File: config.mk
export PLATFORM = sky130hd
export DESIGN_NAME = alu_operand_stage_flat
export DESIGN_NICKNAME = d
export VERILOG_FILES = /design/src/rtl/alu_pkg.sv /design/src/rtl/alu_operand_stage_if.sv /design/src/rtl/alu_operand_stage_fwd_mux.sv /design/src/rtl/alu_operand_stage.sv /design/src/flat_wrapper.sv
export SDC_FILE = /design/constraint.sdc
export NUM_CORES = 1
export LEC_CHECK = 0
export ABC_AREA = 1
export BUFFER_PORTS_ARGS = -buffer_cell sky130_fd_sc_hd__buf_2
export CELL_PAD_IN_SITES_DETAIL_PLACEMENT = 0
export CELL_PAD_IN_SITES_GLOBAL_PLACEMENT = 1
export CORE_MARGIN = 2
export CORE_UTILIZATION = 28
export DETAILED_ROUTE_END_ITERATION = 7
export PLACE_DENSITY_LB_ADDON = 0.05
export SLEW_MARGIN = 10
export SYNTH_ARGS = -nofsm -noshare
export SYNTH_HDL_FRONTEND = slang
export SYNTH_SLANG_ARGS = --single-unit
File: constraint.sdc
create_clock -name clk -period 0.8 [get_ports clk]
set_clock_uncertainty 0.05 [all_clocks]
set_input_delay 0.04 -clock clk [delete_from_list [all_inputs] [get_ports clk]]
set_output_delay 0.04 -clock clk [all_outputs]
set_load 0.005 [all_outputs]
File: src/rtl/alu_pkg.sv
// alu_pkg
//   Shared definitions for the ALU operand stage: default datapath widths,
//   the ALU operation encodings and the legality check for captured ops.
package alu_pkg;

  localparam int XLEN_DEF    = 32;
  localparam int RADDR_W_DEF = 5;
  localparam int OP_W        = 4;

  localparam logic [OP_W-1:0] OP_ADD = 4'b1000;
  localparam logic [OP_W-1:0] OP_SUB = 4'b1010;
  localparam logic [OP_W-1:0] OP_AND = 4'b1100;
  localparam logic [OP_W-1:0] OP_OR  = 4'b1101;
  localparam logic [OP_W-1:0] OP_SLL = 4'b0000;
  localparam logic [OP_W-1:0] OP_SRL = 4'b0010;

  function automatic logic op_is_legal(input logic [OP_W-1:0] op);
    logic legal;
    legal = 1'b0;
    case (op)
      OP_ADD, OP_SUB, OP_AND, OP_OR, OP_SLL, OP_SRL: legal = 1'b1;
      default:                                       legal = 1'b0;
    endcase
    return legal;
  endfunction

endpackage

File: src/rtl/alu_operand_stage_if.sv
// alu_operand_stage_if
//   Bundles every non-clock/reset signal of the operand stage.
//   master : decode, hazard control and forwarding sources (drives the
//            instruction, stall/flush and ex/wb fields; reads the stage outputs)
//   slave  : the operand stage itself
//   Decode side : in_valid, rs1/rs2 addr+data, imm, use_imm, alu_op_in,
//                 rd_addr_in, reg_write_in
//   Hazard side : stall, flush
//   Forwarding  : ex_we/ex_rd/ex_result, wb_we/wb_rd/wb_data
//   ALU side    : out_valid, data1, data2, alu_op, rd_addr, reg_write, illegal_op
interface alu_operand_stage_if
  import alu_pkg::*;
#(
  parameter int XLEN    = XLEN_DEF,
  parameter int RADDR_W = RADDR_W_DEF
);

  logic               in_valid;
  logic [RADDR_W-1:0] rs1_addr;
  logic [RADDR_W-1:0] rs2_addr;
  logic [XLEN-1:0]    rs1_data;
  logic [XLEN-1:0]    rs2_data;
  logic [XLEN-1:0]    imm;
  logic               use_imm;
  logic [OP_W-1:0]    alu_op_in;
  logic [RADDR_W-1:0] rd_addr_in;
  logic               reg_write_in;

  logic               stall;
  logic               flush;

  logic               ex_we;
  logic [RADDR_W-1:0] ex_rd;
  logic [XLEN-1:0]    ex_result;
  logic               wb_we;
  logic [RADDR_W-1:0] wb_rd;
  logic [XLEN-1:0]    wb_data;

  logic               out_valid;
  logic [XLEN-1:0]    data1;
  logic [XLEN-1:0]    data2;
  logic [OP_W-1:0]    alu_op;
  logic [RADDR_W-1:0] rd_addr;
  logic               reg_write;
  logic               illegal_op;

  modport master (
    output in_valid, rs1_addr, rs2_addr, rs1_data, rs2_data, imm, use_imm,
           alu_op_in, rd_addr_in, reg_write_in, stall, flush,
           ex_we, ex_rd, ex_result, wb_we, wb_rd, wb_data,
    input  out_valid, data1, data2, alu_op, rd_addr, reg_write, illegal_op
  );

  modport slave (
    input  in_valid, rs1_addr, rs2_addr, rs1_data, rs2_data, imm, use_imm,
           alu_op_in, rd_addr_in, reg_write_in, stall, flush,
           ex_we, ex_rd, ex_result, wb_we, wb_rd, wb_data,
    output out_valid, data1, data2, alu_op, rd_addr, reg_write, illegal_op
  );

endinterface

File: src/rtl/alu_operand_stage_fwd_mux.sv
// fwd_mux
//   Selects the value of one source operand from the EX result, the WB data
//   or the register-file read data. Register 0 always reads as zero.
//   Ports:
//     src_addr  : source register index
//     reg_data  : register-file read data for src_addr
//     ex_we/ex_rd/ex_result : instruction currently in the ALU
//     wb_we/wb_rd/wb_data   : instruction in writeback
//     sel_data  : selected operand value
module fwd_mux
  import alu_pkg::*;
#(
  parameter int XLEN    = XLEN_DEF,
  parameter int RADDR_W = RADDR_W_DEF
) (
  input  logic [RADDR_W-1:0] src_addr,
  input  logic [XLEN-1:0]    reg_data,
  input  logic               ex_we,
  input  logic [RADDR_W-1:0] ex_rd,
  input  logic [XLEN-1:0]    ex_result,
  input  logic               wb_we,
  input  logic [RADDR_W-1:0] wb_rd,
  input  logic [XLEN-1:0]    wb_data,
  output logic [XLEN-1:0]    sel_data
);

  logic src_zero;
  logic ex_hit;
  logic wb_hit;

  assign src_zero = (src_addr == '0);
  // A write to r0 is never a real producer, so it must not forward.
  assign ex_hit   = ex_we && (ex_rd != '0) && (ex_rd == src_addr);
  assign wb_hit   = wb_we && (wb_rd != '0) && (wb_rd == src_addr);

  always_comb begin
    sel_data = reg_data;
    if (src_zero) begin
      sel_data = '0;
    end else if (ex_hit) begin
      // EX holds the younger value, so it wins over WB.
      sel_data = ex_result;
    end else if (wb_hit) begin
      sel_data = wb_data;
    end
  end

endmodule

File: src/rtl/alu_operand_stage.sv
// alu_operand_stage
//   Pipeline register directly in front of the ALU. Forwards EX/WB results
//   into the decoded operands, selects immediate or register for operand 2,
//   and registers operands, op code and writeback control for the ALU.
//   Update priority per edge: flush > stall > load.
//   Ports:
//     clk   : stage clock, rising edge
//     rst_n : asynchronous active-low reset, clears all outputs
//     bus   : slave side of alu_operand_stage_if (decode, hazard,
//             forwarding inputs; registered ALU-side outputs)
module alu_operand_stage
  import alu_pkg::*;
#(
  parameter int XLEN    = XLEN_DEF,
  parameter int RADDR_W = RADDR_W_DEF
) (
  input  logic             clk,
  input  logic             rst_n,
  alu_operand_stage_if.slave bus
);

  logic [XLEN-1:0]    fwd1;
  logic [XLEN-1:0]    fwd2;
  logic [XLEN-1:0]    op2_sel;
  logic               op_legal;

  logic               out_valid_q;
  logic [XLEN-1:0]    data1_q;
  logic [XLEN-1:0]    data2_q;
  logic [OP_W-1:0]    alu_op_q;
  logic [RADDR_W-1:0] rd_addr_q;
  logic               reg_write_q;
  logic               illegal_op_q;

  fwd_mux #(.XLEN(XLEN), .RADDR_W(RADDR_W)) u_fwd_rs1 (
    .src_addr  (bus.rs1_addr),
    .reg_data  (bus.rs1_data),
    .ex_we     (bus.ex_we),
    .ex_rd     (bus.ex_rd),
    .ex_result (bus.ex_result),
    .wb_we     (bus.wb_we),
    .wb_rd     (bus.wb_rd),
    .wb_data   (bus.wb_data),
    .sel_data  (fwd1)
  );

  fwd_mux #(.XLEN(XLEN), .RADDR_W(RADDR_W)) u_fwd_rs2 (
    .src_addr  (bus.rs2_addr),
    .reg_data  (bus.rs2_data),
    .ex_we     (bus.ex_we),
    .ex_rd     (bus.ex_rd),
    .ex_result (bus.ex_result),
    .wb_we     (bus.wb_we),
    .wb_rd     (bus.wb_rd),
    .wb_data   (bus.wb_data),
    .sel_data  (fwd2)
  );

  assign op2_sel  = bus.use_imm ? bus.imm : fwd2;
  assign op_legal = op_is_legal(bus.alu_op_in);

  always_ff @(posedge clk or negedge rst_n) begin
    if (!rst_n) begin
      out_valid_q  <= 1'b0;
      data1_q      <= '0;
      data2_q      <= '0;
      alu_op_q     <= '0;
      rd_addr_q    <= '0;
      reg_write_q  <= 1'b0;
      illegal_op_q <= 1'b0;
    end else if (bus.flush || (!bus.stall && !bus.in_valid)) begin
      // Bubble: payload fields are zeroed so a dead slot is recognisable
      // on a waveform; the sticky illegal flag is left alone.
      out_valid_q  <= 1'b0;
      data1_q      <= '0;
      data2_q      <= '0;
      alu_op_q     <= '0;
      rd_addr_q    <= '0;
      reg_write_q  <= 1'b0;
    end else if (!bus.stall) begin
      out_valid_q <= 1'b1;
      data1_q     <= fwd1;
      data2_q     <= op2_sel;
      rd_addr_q   <= bus.rd_addr_in;
      // An unsupported op still occupies its slot but runs as a harmless ADD
      // with no register write.
      alu_op_q    <= op_legal ? bus.alu_op_in : OP_ADD;
      reg_write_q <= bus.reg_write_in && op_legal;
      if (!op_legal) begin
        illegal_op_q <= 1'b1;
      end
    end
  end

  assign bus.out_valid  = out_valid_q;
  assign bus.data1      = data1_q;
  assign bus.data2      = data2_q;
  assign bus.alu_op     = alu_op_q;
  assign bus.rd_addr    = rd_addr_q;
  assign bus.reg_write  = reg_write_q;
  assign bus.illegal_op = illegal_op_q;

endmodule

File: src/flat_wrapper.sv
// flat-port wrapper written by rule: the top's interface ports become plain ports
module alu_operand_stage_flat import alu_pkg::*;
#(
  parameter int XLEN    = XLEN_DEF,
  parameter int RADDR_W = RADDR_W_DEF
)
  (clk, rst_n, bus_in_valid, bus_rs1_addr, bus_rs2_addr, bus_rs1_data, bus_rs2_data, bus_imm, bus_use_imm, bus_alu_op_in, bus_rd_addr_in, bus_reg_write_in, bus_stall, bus_flush, bus_ex_we, bus_ex_rd, bus_ex_result, bus_wb_we, bus_wb_rd, bus_wb_data, bus_out_valid, bus_data1, bus_data2, bus_alu_op, bus_rd_addr, bus_reg_write, bus_illegal_op);
  alu_operand_stage_if #(.XLEN(XLEN), .RADDR_W(RADDR_W)) bus_i ();
  input  logic clk;
  input  logic rst_n;
  input wire logic [$bits(bus_i.in_valid)-1:0] bus_in_valid;
  input wire logic [$bits(bus_i.rs1_addr)-1:0] bus_rs1_addr;
  input wire logic [$bits(bus_i.rs2_addr)-1:0] bus_rs2_addr;
  input wire logic [$bits(bus_i.rs1_data)-1:0] bus_rs1_data;
  input wire logic [$bits(bus_i.rs2_data)-1:0] bus_rs2_data;
  input wire logic [$bits(bus_i.imm)-1:0] bus_imm;
  input wire logic [$bits(bus_i.use_imm)-1:0] bus_use_imm;
  input wire logic [$bits(bus_i.alu_op_in)-1:0] bus_alu_op_in;
  input wire logic [$bits(bus_i.rd_addr_in)-1:0] bus_rd_addr_in;
  input wire logic [$bits(bus_i.reg_write_in)-1:0] bus_reg_write_in;
  input wire logic [$bits(bus_i.stall)-1:0] bus_stall;
  input wire logic [$bits(bus_i.flush)-1:0] bus_flush;
  input wire logic [$bits(bus_i.ex_we)-1:0] bus_ex_we;
  input wire logic [$bits(bus_i.ex_rd)-1:0] bus_ex_rd;
  input wire logic [$bits(bus_i.ex_result)-1:0] bus_ex_result;
  input wire logic [$bits(bus_i.wb_we)-1:0] bus_wb_we;
  input wire logic [$bits(bus_i.wb_rd)-1:0] bus_wb_rd;
  input wire logic [$bits(bus_i.wb_data)-1:0] bus_wb_data;
  output wire logic [$bits(bus_i.out_valid)-1:0] bus_out_valid;
  output wire logic [$bits(bus_i.data1)-1:0] bus_data1;
  output wire logic [$bits(bus_i.data2)-1:0] bus_data2;
  output wire logic [$bits(bus_i.alu_op)-1:0] bus_alu_op;
  output wire logic [$bits(bus_i.rd_addr)-1:0] bus_rd_addr;
  output wire logic [$bits(bus_i.reg_write)-1:0] bus_reg_write;
  output wire logic [$bits(bus_i.illegal_op)-1:0] bus_illegal_op;
  assign bus_i.in_valid = bus_in_valid;
  assign bus_i.rs1_addr = bus_rs1_addr;
  assign bus_i.rs2_addr = bus_rs2_addr;
  assign bus_i.rs1_data = bus_rs1_data;
  assign bus_i.rs2_data = bus_rs2_data;
  assign bus_i.imm = bus_imm;
  assign bus_i.use_imm = bus_use_imm;
  assign bus_i.alu_op_in = bus_alu_op_in;
  assign bus_i.rd_addr_in = bus_rd_addr_in;
  assign bus_i.reg_write_in = bus_reg_write_in;
  assign bus_i.stall = bus_stall;
  assign bus_i.flush = bus_flush;
  assign bus_i.ex_we = bus_ex_we;
  assign bus_i.ex_rd = bus_ex_rd;
  assign bus_i.ex_result = bus_ex_result;
  assign bus_i.wb_we = bus_wb_we;
  assign bus_i.wb_rd = bus_wb_rd;
  assign bus_i.wb_data = bus_wb_data;
  assign bus_out_valid = bus_i.out_valid;
  assign bus_data1 = bus_i.data1;
  assign bus_data2 = bus_i.data2;
  assign bus_alu_op = bus_i.alu_op;
  assign bus_rd_addr = bus_i.rd_addr;
  assign bus_reg_write = bus_i.reg_write;
  assign bus_illegal_op = bus_i.illegal_op;
  alu_operand_stage #(.XLEN(XLEN), .RADDR_W(RADDR_W)) u_core (.clk(clk), .rst_n(rst_n), .bus(bus_i));
endmodule
## Yosys cells after proc, flatten, opt, wreduce, memory -nomap -nowiden

Cells that the tools add are included.

| word-level totals | value |
|---|---|
| ROM bits | 0 |
| memories kept | 0 |
| output and inout bits | 76 |
| bits in writable memories | 0 |
| latch bits | 0 |
| logic and storage cells | 59 |
| bits in registers | 76 |

| operators by class | value |
|---|---|
| equality and inequality tests | 10 |
| divide/modulo/power cells | 0 |
| shift-type cells | 0 |
| add/sub/neg operators | 0 |
| reductions and logical operators | 18 |
| mux-type cells | 21 |
| $mul | 0 |
| magnitude comparators | 0 |
| bitwise logic cells | 3 |

Operators by type and width:

| cell | number |
|---|---|
| two-way mux 32 bit | 11 |
| equality test 5 bit | 4 |
| equality test 4 bit (second input constant) | 4 |
| two-way mux 4 bit | 3 |
| zero test 5 bit | 2 |
| two-way mux 5 bit | 2 |
| nonzero test 5 bit | 2 |
| logical AND 1 bit | 8 |
| OR reduction 6 bit | 1 |
| two-way mux 1 bit | 5 |
| equality test 4 x 2 -> 1 bit (second input constant) | 1 |
| zero test 4 bit | 1 |
| NOT 1 bit | 3 |
| AND reduction 3 bit | 1 |
| zero test 1 bit | 2 |
| inequality test 2 x 1 -> 1 bit (second input constant) | 1 |
| logical OR 1 bit | 1 |

## Depth between registers and ports, before layout

Gate-level depths: netlist of run 1.

| depth | value |
|---|---|
| depth after elaboration | 9 |
| mapped depth | 13 |
| gate-level depth less buffers | 12 |

## Modules after synthesis

A second synthesis of run 1 with hierarchy kept.

| unflattened totals | value |
|---|---|
| cells, all modules | 1188 |
| area, all modules | 6643.9 um^2 |

By module, submodules not included:

| module | area an instance (um^2) | cells an instance | instances |
|---|---|---|---|
| alu_operand_stage | 3495.9 | 448 | 1 |
| fwd_mux | 1574.0 | 370 | 2 |

## Least setup slack after synthesis of run 1

OpenSTA, ideal clock, no wires.

| path | value |
|---|---|
| path type | input port to flip-flop |
| start point | input bus_rs2_addr[4] |
| end point | register u_core.data2_q[10] (netlist: u_core.bus.data2[10]) |
| path buffers | 1 |
| cell stages on the path | 10 |
| arrival time | 988 ps |
| slack | -355 ps |
| library setup time | 117 ps |
| cells stage by stage | or2_1 a21oi_4 buf_2 nand3_1 nand2_1 inv_1 nand2_1 nand2_1 nand2_1 nand2_1 |

| on the way | value |
|---|---|
| word-level cells in the longest chain between the ends | 8 |
| elaborated cells on any way between the ends | 11 |
| classes of those cells | eq/ne: 2; mux: 6; reduce/logical: 3 |

Ends and longest elaborated chain:

| item | line | source |
|---|---|---|
| start: declaration | flat_wrapper.sv:13 | `input wire logic [$bits(bus_i.rs2_addr)-1:0] bus_rs2_addr;` |
| equality test 5 bit | alu_operand_stage_fwd_mux.sv:34 | `assign wb_hit = wb_we && (wb_rd != '0) && (wb_rd == src_addr);` |
| logical AND 1 bit | alu_operand_stage_fwd_mux.sv:34 |  |
| two-way mux 32 bit | alu_operand_stage_fwd_mux.sv:43 | `end else if (wb_hit) begin` |
| two-way mux 32 bit | alu_operand_stage_fwd_mux.sv:40 | `end else if (ex_hit) begin` |
| two-way mux 32 bit (*) | alu_operand_stage_fwd_mux.sv:38 | `if (src_zero) begin` |
| two-way mux 32 bit (*) | alu_operand_stage.sv:59 | `assign op2_sel = bus.use_imm ? bus.imm : fwd2;` |
| two-way mux 32 bit (*) | alu_operand_stage.sv:80 | `end else if (!bus.stall) begin` |
| two-way mux 32 bit (*) | alu_operand_stage.sv:71 | `end else if (bus.flush \|\| (!bus.stall && !bus.in_valid)) begin` |
| end signal: assignment | alu_operand_stage.sv:83 | `data2_q <= op2_sel;` |
| end: declaration | alu_operand_stage.sv:29 | `logic [XLEN-1:0] data2_q;` |

Mark *: on every way between the ends. The rest lies on a longest branch, timed or not. The select of a mux whose other input is x is not followed.
A chain may end at the register's enable or synchronous reset.

## Final worst setup path of run 1

| path | value |
|---|---|
| start point | input bus_rs2_addr[4] |
| end point | register u_core.data2_q[15] (netlist: u_core.bus.data2[15]) |

Same word-level chain as after synthesis.

==> results of run 1 <==
where the power goes:
| part | leakage, nW | switching [W] | internal (W) |
|---|---|---|---|
| sequential | 1.02 | 0.000119 | 0.00404 |
| combinational | 4.89 | 0.00227 | 0.00223 |
| clock | 0.181 | 0.00187 | 0.00340 |
| total | 6.09 | 0.00426 | 0.00967 |
sequential cells by signal (all words and copies together) (netlist names):
name / flops
u_core.bus.illegal_op: 1
u_core.bus.alu_op: 4
u_core.bus.rd_addr: 5
u_core.bus.data2: 32
u_core.bus.reg_write: 1
u_core.bus.out_valid: 1
u_core.bus.data1: 32
cell families after synthesis:
logic type,Yosys count,synth area share
compound gates,16,0.0254
xor+xnor,15,0.0241
simple gates,625,0.499
buf+inv,136,0.103
flops,76,0.348
final cells by class:
class	count	area share
antenna	3	0.000669
clock buffer	9	0.0201
clock inverter	7	0.0130
inverter	75	0.0251
multi-input combinational	656	0.367
sequential	76	0.169
tap	265	0.0295
timing repair buffer	492	0.375
layer usage:
layer  up-vias  share of wire  wire [um]
met1      3625           0.41      12800
met3        81          0.063       1960
met5         -              0          0
met4         0          0.042       1300
met2       327           0.48      15000
li1       3690              -          -
worst min-delay path, cell delays in order:
cell	delay, ns
buf_2	0.09
buf_4	0.12
o31ai_1	0.07
how the worst min path moves through the flow:
stage / startpoint / endpoint / slack (ns)
after global routing: bus_stall / u_core.bus.alu_op[3] / -0.01
after floorplan: rst_n / u_core.bus.alu_op[0] / -0.31
after CTS: bus_stall / u_core.bus.alu_op[3] / -0.04
after global placement: rst_n / u_core.bus.data1[4] / -0.14
final: bus_stall / u_core.bus.alu_op[3] / -0.03
after detailed placement: rst_n / u_core.bus.data1[2] / -0.14
through the flow:
stage / setup slack [ns] / total power, W
floorplan: -0.321 / 0.00547
global placement: -0.667 / 0.00712
detailed placement: -0.665 / 0.00711
CTS: -0.302 / 0.0134
global route: -0.426 / 0.0145
finish: -0.364 / 0.0139
synth_stat cells (all sizes together):
library cell | count | area share
nand2 | 377 | 0.26
nand3 | 196 | 0.18
dfrtp | 76 | 0.35
inv | 75 | 0.052
buf | 40 | 0.037
nand4 | 32 | 0.037
clkbuf | 21 | 0.014
nor2 | 14 | 0.012
xor2 | 8 | 0.013
xnor2 | 7 | 0.011
a22o | 6 | 0.0096
nor3 | 4 | 0.0078
a21oi | 3 | 0.0055
a32o | 2 | 0.0037
a21o | 1 | 0.0014
a31o | 1 | 0.0016
nor4 | 1 | 0.0011
o21ai | 1 | 0.00092
o21bai | 1 | 0.0014
o31ai | 1 | 0.0014
or2 | 1 | 0.0011
what timing repair did:
| action | 4_1_cts | 5_1_grt |
|---|---|---|
| pin swaps | 16 | 77 |
| setup endpoints to repair | 141 | 144 |
| hold endpoints to repair | 145 | 1 |
| cloned | 12 | 14 |
| setup buffers | 33 | 27 |
| resized for setup | 110 | 216 |
==> metrics.md, run 1 <==
| Metric | Value |
|---|---|
| Status | finished with violations |
| Violated checks | negative hold slack, negative setup slack |
| Proportion of layout cells with a drive suffix above 1 | 0.490 |
| First-pass iteration count of the detailed router | 5 |
| Nets | 1508 |
| Post-Synthesis Mean Instance Area | 6.29 um^2 |
| Crit Reg-Reg Startpoint | u_core.bus.data1[9] |
| Syn_nets | 1066 |
| Cell Pwr Density | 1240 mW/mm^2 |
| Setup crit start | bus_rs2_addr[4] |
| Worst skew pair latency | 0.34 ns |
| Post-CTS Hold Buffers | 72 |
| First-pass GRT wire length | 41200 um |
| CP max-delay cell | or2_4 |
| Commonest non-fill, non-tap cell in the layout | nand2_1 |
| Antenna violations before repair | 2 |
| Met2 GRT Util | 0.460 |
| Total wire length | 31000 um |
| Period utilization | 1.45 |
| RSZ-0062 raised after global routing | true |
| Crit path to | u_core.bus.data2[15] |
| Data arrival, critical path | 1.39 ns |
| Slew Limit Headroom | 0.750 |
| #FFs+latches synth | 76 |
| Pin count of the biggest net entering global routing | 34 |
| Clk slew on worst S/H paths | 0.06 ns |
| Total number of vias | 7723 |
| Area of the multi-input gates | 0.00412 mm^2 |
| Total grt overflow | 0 |
| Final worst slack | -0.364 ns |
| Seq/Total Area, Yosys | 0.348 |
| Die width | 144 um |
| Final Critical Period | 1.16 ns |
| WL/cell | 19.6 um |
| Leakage | 6.09 nW |
| Worst endpoint required time | 1.03 ns |
| Final max-slew violation count | 0 |
| Placed inst area | 0.00764 mm^2 |
| Die Area | 0.0206 mm^2 |
| Initial Utilization | 0.283 |
| CP peak stage delay | 0.25 ns |
| CTS buffer count | 9 |
| Family with the most delay on the worst path | simple AND/OR/NAND/NOR gates |
| Vias in the first global route | 7470 |
| Met3 usage | 0.0453 |
| Vias/cell | 4.88 |
| Cell depth of the worst setup path | 11 |
| Worst Setup End Kind | flop |
| Number of synthesis warnings | 0 |
| CP Buf/Inv Count | 3 |
| Clock sinks | 76 |
| H-tree levels | 3 |
| Post-Syn Area | 0.00546 mm^2 |
| Crit path launch type | primary input |
| CP cell instances | buf_8, or2_4, a21oi_4, buf_4, nand2_4, buf_12, nand3_1, nand2_2, nand2_2, nand2_1, nand2_1 |
| Gpl congestion | 0.878 |
| Fmax achieved | 0.859 GHz |
| Reg area | 0.00190 mm^2 |
| FILL cells | 1893 |
| Inst Count DP | 1407 |
| Worst-Margin Slew | 0.375 ns |
| Root buffer cell | clkbuf_16 |
| PortBufs | 273 |
| GRT Max-Usage Layer | met2 |
| Antenna viol nets, final | 0 |
| MaxCap Viol Count | 0 |
| TritonCTS clock tree | built |
| # IOs | 274 |
| Hpwl dp | 18500 um |
| Setup violators final | 144 |
| Cell row count | 51 |
| Clock Tree Buf Depth | 2 |
| Count of cell types in the netlist | 28 |
| Post-Synthesis Cells | 868 |
| Peak VDD IR | 1.11 mV |
| Worst Reg-to-Reg Cells | 4 |
| Final Hold Viols | 2 |
| WHS | -0.0332 ns |
| Die Height | 144 um |
| Met1 GRT Util | 0.330 |
| DRC viols | 0 |
| Worst min path class | in -> reg |
| Total core area | 0.0193 mm^2 |
| Fin cells | 1583 |
| Kind of critical path | in -> reg |
| All-layer global routing usage | 0.264 |
| Design area | 0.0112 mm^2 |
| Final core occ | 0.583 |
| Setup TNS | -30.18 ns |
| Crit-path max FO | 16 |
| Reg2reg end | u_core.bus.data1[9] |
| Worst hold path stage count | 3 |
| R2R setup slack | -0.10 ns |
| Commonest cells after routing, fill and taps aside | nand2_1, buf_2, nand3_2, nand3_1, buf_4 |
| Initial drt markers | 457 |
| Area grow syn2layout | 106% |
No activity file was read; power rests on OpenSTA's default activity.
==> run 2, diff against run 1 <==
--- a/config.mk
+++ b/config.mk
@@ -10,10 +10,12 @@
 export CELL_PAD_IN_SITES_DETAIL_PLACEMENT = 0
 export CELL_PAD_IN_SITES_GLOBAL_PLACEMENT = 1
 export CORE_MARGIN = 2
-export CORE_UTILIZATION = 28
+export CORE_UTILIZATION = 29
+export CTS_CLUSTER_SIZE = 30
 export DETAILED_ROUTE_END_ITERATION = 7
 export PLACE_DENSITY_LB_ADDON = 0.05
 export SLEW_MARGIN = 10
 export SYNTH_ARGS = -nofsm -noshare
 export SYNTH_HDL_FRONTEND = slang
+export SYNTH_HIERARCHICAL = 1
 export SYNTH_SLANG_ARGS = --single-unit
==> constraint.sdc (replaced) <==
create_clock -name clk -period 0.8 [get_ports clk]
set_clock_uncertainty 0.05 [all_clocks]
set_input_delay 0.04 -clock clk [delete_from_list [all_inputs] [get_ports clk]]
set_output_delay 0.04 -clock clk [all_outputs]
set_load 0.01 [all_outputs]
==> metrics.md, run 2 <==
| Metric | Value |
|---|---|
| Antenna viol nets, final | 0 (unchanged) |
| Number of synthesis warnings | 6 (+6) |
| Final max-slew violation count | 0 (unchanged) |
| Post-Synthesis Cells | 1188 (+37%) |
| Hold worst-path end | u_core/bus.alu_op[2] |
| Met2 GRT Util | 0.446 (-0.0145) |
| CP max-delay cell | buf_6 |
| Family with the most delay on the worst path | simple AND/OR/NAND/NOR gates |
| Proportion of layout cells with a drive suffix above 1 | 0.439 (-0.0512) |
| RSZ-0062 raised after global routing | true |
| Initial drt markers | 570 (+25%) |
| Most common cell on crit path | nand2_1 |
| Total number of vias | 9152 (+19%) |
| Root buffer cell | clkbuf_16 |
| Cell Pwr Density | 1050 mW/mm^2 (-16%) |
| Worst-Margin Slew | 0.573 ns (+0.198 ns) |
| TritonCTS clock tree | built |
| Ys flop type | dfrtp_1 |
| Placed inst area | 0.00932 mm^2 (+22%) |
| WL/cell | 17.4 um (-11%) |
| CP Buf/Inv Count | 3 (unchanged) |
| Reg2reg end | u_core/bus.data2[16] |
| Slew Limit Headroom | 0.618 (-0.132) |
| Vias/cell | 4.75 (-2.7%) |
| Most common cell in the netlist | nand2_1 |
| CP cell instances | buf_12, xnor2_4, nand2_2, nor2_4, buf_6, nand3_1, nand2_1, nor2_1, nor2_2, inv_1, o21ai_1, nand2_1, nand2_1 |
| Clk slew on worst S/H paths | 0.07 ns (about the same) |
| Gpl congestion | 0.896 (+2.0%) |
| WHS | -0.0747 ns (-0.0415 ns) |
| Total grt overflow | 0 (unchanged) |
| Post-synth top area cell | dfrtp_1 |
| Pin count of the biggest net entering global routing | 49 (+44%) |
| First-pass iteration count of the detailed router | 5 (unchanged) |
| Top-area cell type share of the netlist area | 0.286 (-0.0621) |
| Initial Utilization | 0.294 (+0.0111) |
| Post-Syn Area | 0.00664 mm^2 (+22%) |
| Crit Reg-Reg Startpoint | u_core/bus.data2[16] |
| Period utilization | 1.68 (+0.226) |
| Worst Setup End Kind | flop |
| Status | finished with violations |
| Post-synth EDFFs | 0 (unchanged) |
| H-tree levels | 3 (unchanged) |
| Total wire length | 33500 um (+8.0%) |
| Worst hold path stage count | 4 (+1) |
| DRC viols | 0 (unchanged) |
| Hpwl dp | 22900 um (+24%) |
| R2R setup slack | -0.14 ns (-0.04 ns) |
| Cell row count | 55 (+7.8%) |
| Nets | 1833 (+22%) |
| Count of cell types in the netlist | 20 (-29%) |
| Antenna violations before repair | 6 (+4) |
| Clock sinks | 76 (unchanged) |
| Synth top cells by count | nand2_1, nor2_1, inv_1 |
| GRT Max-Usage Layer | met2 |
| Synth async-reset ratio | 1.00 (unchanged) |
| # IOs | 274 (unchanged) |
| Area grow syn2layout | 89.5% |
| Die Height | 155 um (+8.2%) |
| Worst endpoint required time | 1.03 ns (about the same) |
| All-layer global routing usage | 0.264 (-0.000659) |
| Data arrival, critical path | 1.58 ns (+0.19 ns) |
| Design area | 0.0126 mm^2 (+12%) |
| MaxCap Viol Count | 0 (unchanged) |
| Met1 GRT Util | 0.350 (+0.0196) |
| Setup WS pre-CTS | -0.929 ns (-0.264 ns) |
| PortBufs | 273 (unchanged) |
| Die width | 155 um (+8.2%) |
| Post-Synthesis Mean Instance Area | 5.59 um^2 (-11%) |
| Kind of critical path | in -> reg |
| Setup violators final | 143 (-0.69%) |
| Synth top area cells | dfrtp_1, nand2_1, nor2_1 |
| Leakage | 7.41 nW (+22%) |
| Final Critical Period | 1.34 ns (+0.181 ns) |
| Total core area | 0.0226 mm^2 (+17%) |
| Peak VDD IR | 0.875 mV (-21%) |
| Seq/Total Area, Yosys | 0.286 (-0.0621) |
| Hold_sp | bus_alu_op_in[1] |
| Clock Tree Buf Depth | 2 (unchanged) |
| Commonest non-fill, non-tap cell in the layout | nand2_1 |
| FILL cells | 2327 (+23%) |
| Final worst slack | -0.545 ns (-0.181 ns) |
| Worst Reg-to-Reg Cells | 4 (unchanged) |
| First-pass GRT wire length | 49300 um (+20%) |
| CP peak stage delay | 0.25 ns (about the same) |
| #FFs+latches synth | 76 (unchanged) |
| Die Area | 0.0241 mm^2 (+17%) |
| CTS buffer count | 9 (unchanged) |
| Commonest cells after routing, fill and taps aside | nand2_1, buf_2, inv_1, nor2_1, buf_4 |
| Met3 usage | 0.0448 (-0.000471) |
| Worst skew pair latency | 0.34 ns (about the same) |
| Crit-path max FO | 8 (-8) |
| Setup TNS | -41.46 ns (-11.28 ns) |
| Final Hold Viols | 5 (+3) |
| Worst min path class | in -> reg |
| Crit path launch type | primary input |
| Fmax achieved | 0.744 GHz (-13%) |
| Violated checks | negative hold slack, negative setup slack |
| Vias in the first global route | 8948 (+20%) |
| Syn_nets | 1386 (+30%) |
==> run 2: cell types whose count changed in the layout (fill, tap and decap cells not counted), sizes merged, moves of 14 or more <==
cell	previous run	this run
nor2	14	207
inv	77	203
buf	410	466
nand3	196	142
nand4	32	68
o21ai	1	37
dlygate4sd3	72	41
nand2	377	363
==> run 2: worst max path at each step <==
stage / start / endpoint / slack, ns / cells past startpoint
after floorplan: bus_rs2_addr[3] / u_core/bus.data2[15] / -0.47 / 12
after CTS: bus_rs2_addr[3] / u_core/bus.data2[24] / -0.48 / 13
after global routing: bus_rs2_addr[1] / u_core/bus.data2[23] / -0.64 / 15
after detailed placement: bus_ex_rd[2] / u_core/bus.data1[19] / -0.93 / 13
final: bus_rs2_addr[3] / u_core/bus.data2[23] / -0.54 / 13
after global placement: bus_ex_rd[2] / u_core/bus.data1[19] / -0.89 / 13
==> run 2: final cells by class <==
type                       count  area [um^2]  area share
sequential                    76         1900       0.151
inverter                     202          821      0.0652
multi-input combinational    831         4710       0.374
clock inverter                 6         63.8     0.00507
timing repair buffer         515         4510       0.358
tap                          285          357      0.0283
antenna                        4         10.0    0.000795
clock buffer                   9          225      0.0179
==> run 2: logic make-up after synthesis <==
group	count (synthesis)	share of synthesized area
AND/OR/NAND/NOR	785	0.503
buffers and inverters	281	0.172
flip-flops	76	0.286
AO/OA/AOI/OAI	44	0.0358
XOR/XNOR	2	0.00264
==> run 2: metal layers <==
layer  vias up  wire length [um]
met1      4230             14700
li1       4544                 -
met3        38              2110
met4         6               611
met2       334             16000
met5         -                44
==> run 2: worst reg2reg max path, delay by kind of cell, from the launching register on <==
family | cells | cell delay (ns)
and+or+nand+nor | 2 | 0.13
DFF | 1 | 0.39
buffers and inverters | 2 | 0.25
==> run 2: power by group <==
part / switching, W / internal, W
Clock: 0.00177 / 0.00240
Combinational: 0.00258 / 0.00237
Sequential: 0.0000899 / 0.00398
Total: 0.00444 / 0.00876
==> run 2: repair_timing <==
action	CTS	global route
pin swaps	67	140
setup endpoints to repair	140	147
gates cloned	14	7
hold buffers	42	1
endpoints found under the hold margin	117	2
setup buffers	54	31
gates resized for setup	183	218
==> run 2: through the flow <==
step	instances	util	total power (W)	hold WS, ns
2_1_floorplan	1188	-	0.00574	-0.306
5_1_grt	1926	0.558	0.0139	-0.0217
6_report	1928	0.558	0.0132	-0.0747
4_1_cts	1896	0.508	0.0128	-0.00592
3_3_place_gp	1772	0.413	0.00770	-0.118
3_5_place_dp	1772	0.413	0.00769	-0.121
==> run 3, diff against run 2 <==
--- a/config.mk
+++ b/config.mk
@@ -7,10 +7,8 @@
 export LEC_CHECK = 0
 export ABC_AREA = 1
 export BUFFER_PORTS_ARGS = -buffer_cell sky130_fd_sc_hd__buf_2
-export CELL_PAD_IN_SITES_DETAIL_PLACEMENT = 0
-export CELL_PAD_IN_SITES_GLOBAL_PLACEMENT = 1
 export CORE_MARGIN = 2
-export CORE_UTILIZATION = 29
+export CORE_UTILIZATION = 45
 export CTS_CLUSTER_SIZE = 30
 export DETAILED_ROUTE_END_ITERATION = 7
 export PLACE_DENSITY_LB_ADDON = 0.05
==> metrics.md, run 3 (synthesis gave the netlist of run 2 again) <==
| Metric | Value |
|---|---|
| Hpwl dp | 20200 um (-12%) |
| Worst-Margin Slew | 0.353 ns (-0.220 ns) |
| All-layer global routing usage | 0.384 (+0.120) |
| Final worst slack | -0.591 ns (-0.0463 ns) |
| # IOs | 274 (unchanged) |
| PortBufs | 273 (unchanged) |
| DRC viols | 0 (unchanged) |
| Vias in the first global route | 9392 (+5.0%) |
| Root buffer cell | clkbuf_16 |
| Violated checks | negative hold slack, negative setup slack |
| Hold_sp | bus_alu_op_in[1] |
| Die Area | 0.0158 mm^2 (-35%) |
| Design area | 0.0121 mm^2 (-4.3%) |
| Power share of the clock group | 0.346 (+0.030) |
| TritonCTS clock tree | built |
| Crit-path max FO | 7 (-1) |
| WL/cell | 19.5 um (+12%) |
| Total number of vias | 10300 (+12%) |
| Worst min path class | in -> reg |
| Proportion of layout cells with a drive suffix above 1 | 0.427 (-0.0127) |
| Setup TNS | -46.07 ns (-4.61 ns) |
| Crit Reg-Reg Startpoint | u_core/bus.data2[21] |
| Initial drt markers | 1178 (+110%) |
| Logic pwr share | 0.356 (-0.019) |
| Placed inst area | 0.00904 mm^2 (-3.0%) |
| Final Hold Viols | 3 (-2) |
| Commonest cells after routing, fill and taps aside | nand2_1, buf_2, inv_1, nor2_1, buf_4 |
| Antenna violations before repair | 4 (-2) |
| Flop pwr share | 0.298 (-0.010) |
| Total core area | 0.0145 mm^2 (-36%) |
| Area grow syn2layout | 81.5% |
| Period utilization | 1.74 (+0.0579) |
| RSZ-0062 raised after global routing | true |
| Hold worst-path end | u_core/bus.alu_op[2] |
| R2R setup slack | -0.19 ns (-0.05 ns) |
| Total grt overflow | 0 (unchanged) |
| Vias/cell | 5.65 (+19%) |
| Worst Setup End Kind | flop |
| Crit path launch type | primary input |
| Final Critical Period | 1.39 ns (+0.0463 ns) |
| Worst skew pair latency | 0.35 ns (about the same) |
| Sw power | 0.00463 W (+4.2%) |
| Pin count of the biggest net entering global routing | 38 (-22%) |
| Cell row count | 44 (-20%) |
| Worst endpoint required time | 1.04 ns (about the same) |
| Initial Utilization | 0.459 (+0.165) |
| MaxCap Viol Count | 0 (unchanged) |
| Reg2reg end | u_core/bus.data2[21] |
| Nets | 1820 (-0.71%) |
| Leakage | 7.33 nW (-1.1%) |
| Final max-slew violation count | 0 (unchanged) |
| CTS buffer count | 9 (unchanged) |
| FILL cells | 941 (-60%) |
| First-pass iteration count of the detailed router | 5 (unchanged) |
| Data arrival, critical path | 1.63 ns (+0.05 ns) |
| Fmax achieved | 0.719 GHz (-3.3%) |
| Antenna viol nets, final | 0 (unchanged) |
| Slew Limit Headroom | 0.764 (+0.147) |
| First-pass GRT wire length | 48200 um (-2.4%) |
| Worst Reg-to-Reg Cells | 4 (unchanged) |
| Sw Share | 0.339 (+0.00256) |
| Commonest non-fill, non-tap cell in the layout | nand2_1 |
| Status | finished with violations |
| P_int | 0.00902 W (+3.0%) |
| WHS | -0.0264 ns (+0.0483 ns) |
| Final core occ | 0.833 (+0.275) |
| Setup violators final | 145 (+1.4%) |
| Clk slew on worst S/H paths | 0.07 ns (about the same) |
| Cell Pwr Density | 1130 mW/mm^2 (+8.0%) |
| Kind of critical path | in -> reg |
| H-tree levels | 3 (unchanged) |
| Fin cells | 1814 (-5.9%) |
| Gpl congestion | 0.960 (+7.1%) |
| Die width | 126 um (-19%) |
| Total wire length | 35300 um (+5.4%) |
| Inst Count DP | 1658 (-6.4%) |
| Peak VDD IR | 1.07 mV (+23%) |
| Clock sinks | 76 (unchanged) |
| Worst hold path stage count | 4 (unchanged) |
| Die Height | 126 um (-19%) |
| Clock Tree Buf Depth | 2 (unchanged) |
==> run 3: cell count changes in the layout (fill, tap and decap cells not counted), moves of 10 or more <==
cell     change
buf_2       +10
nand3_2     +11
nand3_4     -10
nor2_2      -10
buf_6       -13
nand2_4     -13
nand2_1     +17
==> run 3: per-stage QoR <==
stage | worst slack [ns] | total power (W)
floorplan | -0.474 | 0.00574
global placement | -0.943 | 0.00748
detailed placement | -0.962 | 0.00749
CTS | -0.439 | 0.0128
global route | -0.704 | 0.0141
finish | -0.591 | 0.0137
==> run 3: cell type report <==
class,instances,area [um^2],area share
Multi-Input combinational cell,831,4520,0.375
Timing Repair Buffer,502,4230,0.351
Sequential cell,76,1900,0.158
Inverter,202,838,0.0695
Clock buffer,10,239,0.0198
Tap cell,184,230,0.0191
Clock inverter,6,93.8,0.00778
Antenna cell,3,7.51,0.000623
==> run 3: critical path: stages <==
cell,delay (ns)
buf_2,0.12
inv_2,0.06
nand2_1,0.08
o21ai_2,0.08
nor3_4,0.18
nand3_4,0.26
buf_8,0.23
nand2_1,0.10
nor2_1,0.06
nor2_1,0.12
inv_1,0.06
o21ai_1,0.11
nand2_1,0.06
nand2_1,0.06
==> run 3: repair_timing <==
item,CTS,global route
hold buffers,42,1
pin swaps,64,138
resized for setup,153,198
endpoints found under the hold margin,117,3
endpoints found under the setup margin,140,148
setup buffers,53,37
cloned,9,9
==> run 3: power groups by stage <==
stage	Sequential, W	Clock (W)	Combinational [W]
global placement	0.00413	0	0.00336
finish	0.00407	0.00473	0.00486
detailed placement	0.00413	0	0.00337
CTS	0.00406	0.00470	0.00408
global route	0.00408	0.00495	0.00512
floorplan	0.00419	0	0.00155
==> run 3: how the worst max path moves through the flow <==
stage | startpoint | end | slack (ns) | cells past startpoint
floorplan | bus_rs2_addr[3] | u_core/bus.data2[15] | -0.47 | 12
global placement | bus_ex_rd[0] | u_core/bus.data2[28] | -0.94 | 14
detailed placement | bus_ex_rd[2] | u_core/bus.data2[28] | -0.96 | 15
CTS | bus_rs2_addr[3] | u_core/bus.data2[29] | -0.44 | 14
global route | bus_ex_rd[0] | u_core/bus.data2[10] | -0.70 | 14
finish | bus_ex_rd[0] | u_core/bus.data2[0] | -0.59 | 14
==> run 3: routing by layer <==
layer	wire, um	global-route usage	share of wire	vias to the layer above
met4	2200	0.178	0.062	2
met5	13	0	0.00037	-
met1	12500	0.481	0.35	4680
met2	16500	0.617	0.47	833
li1	-	-	-	4527
met3	4200	0.101	0.12	208
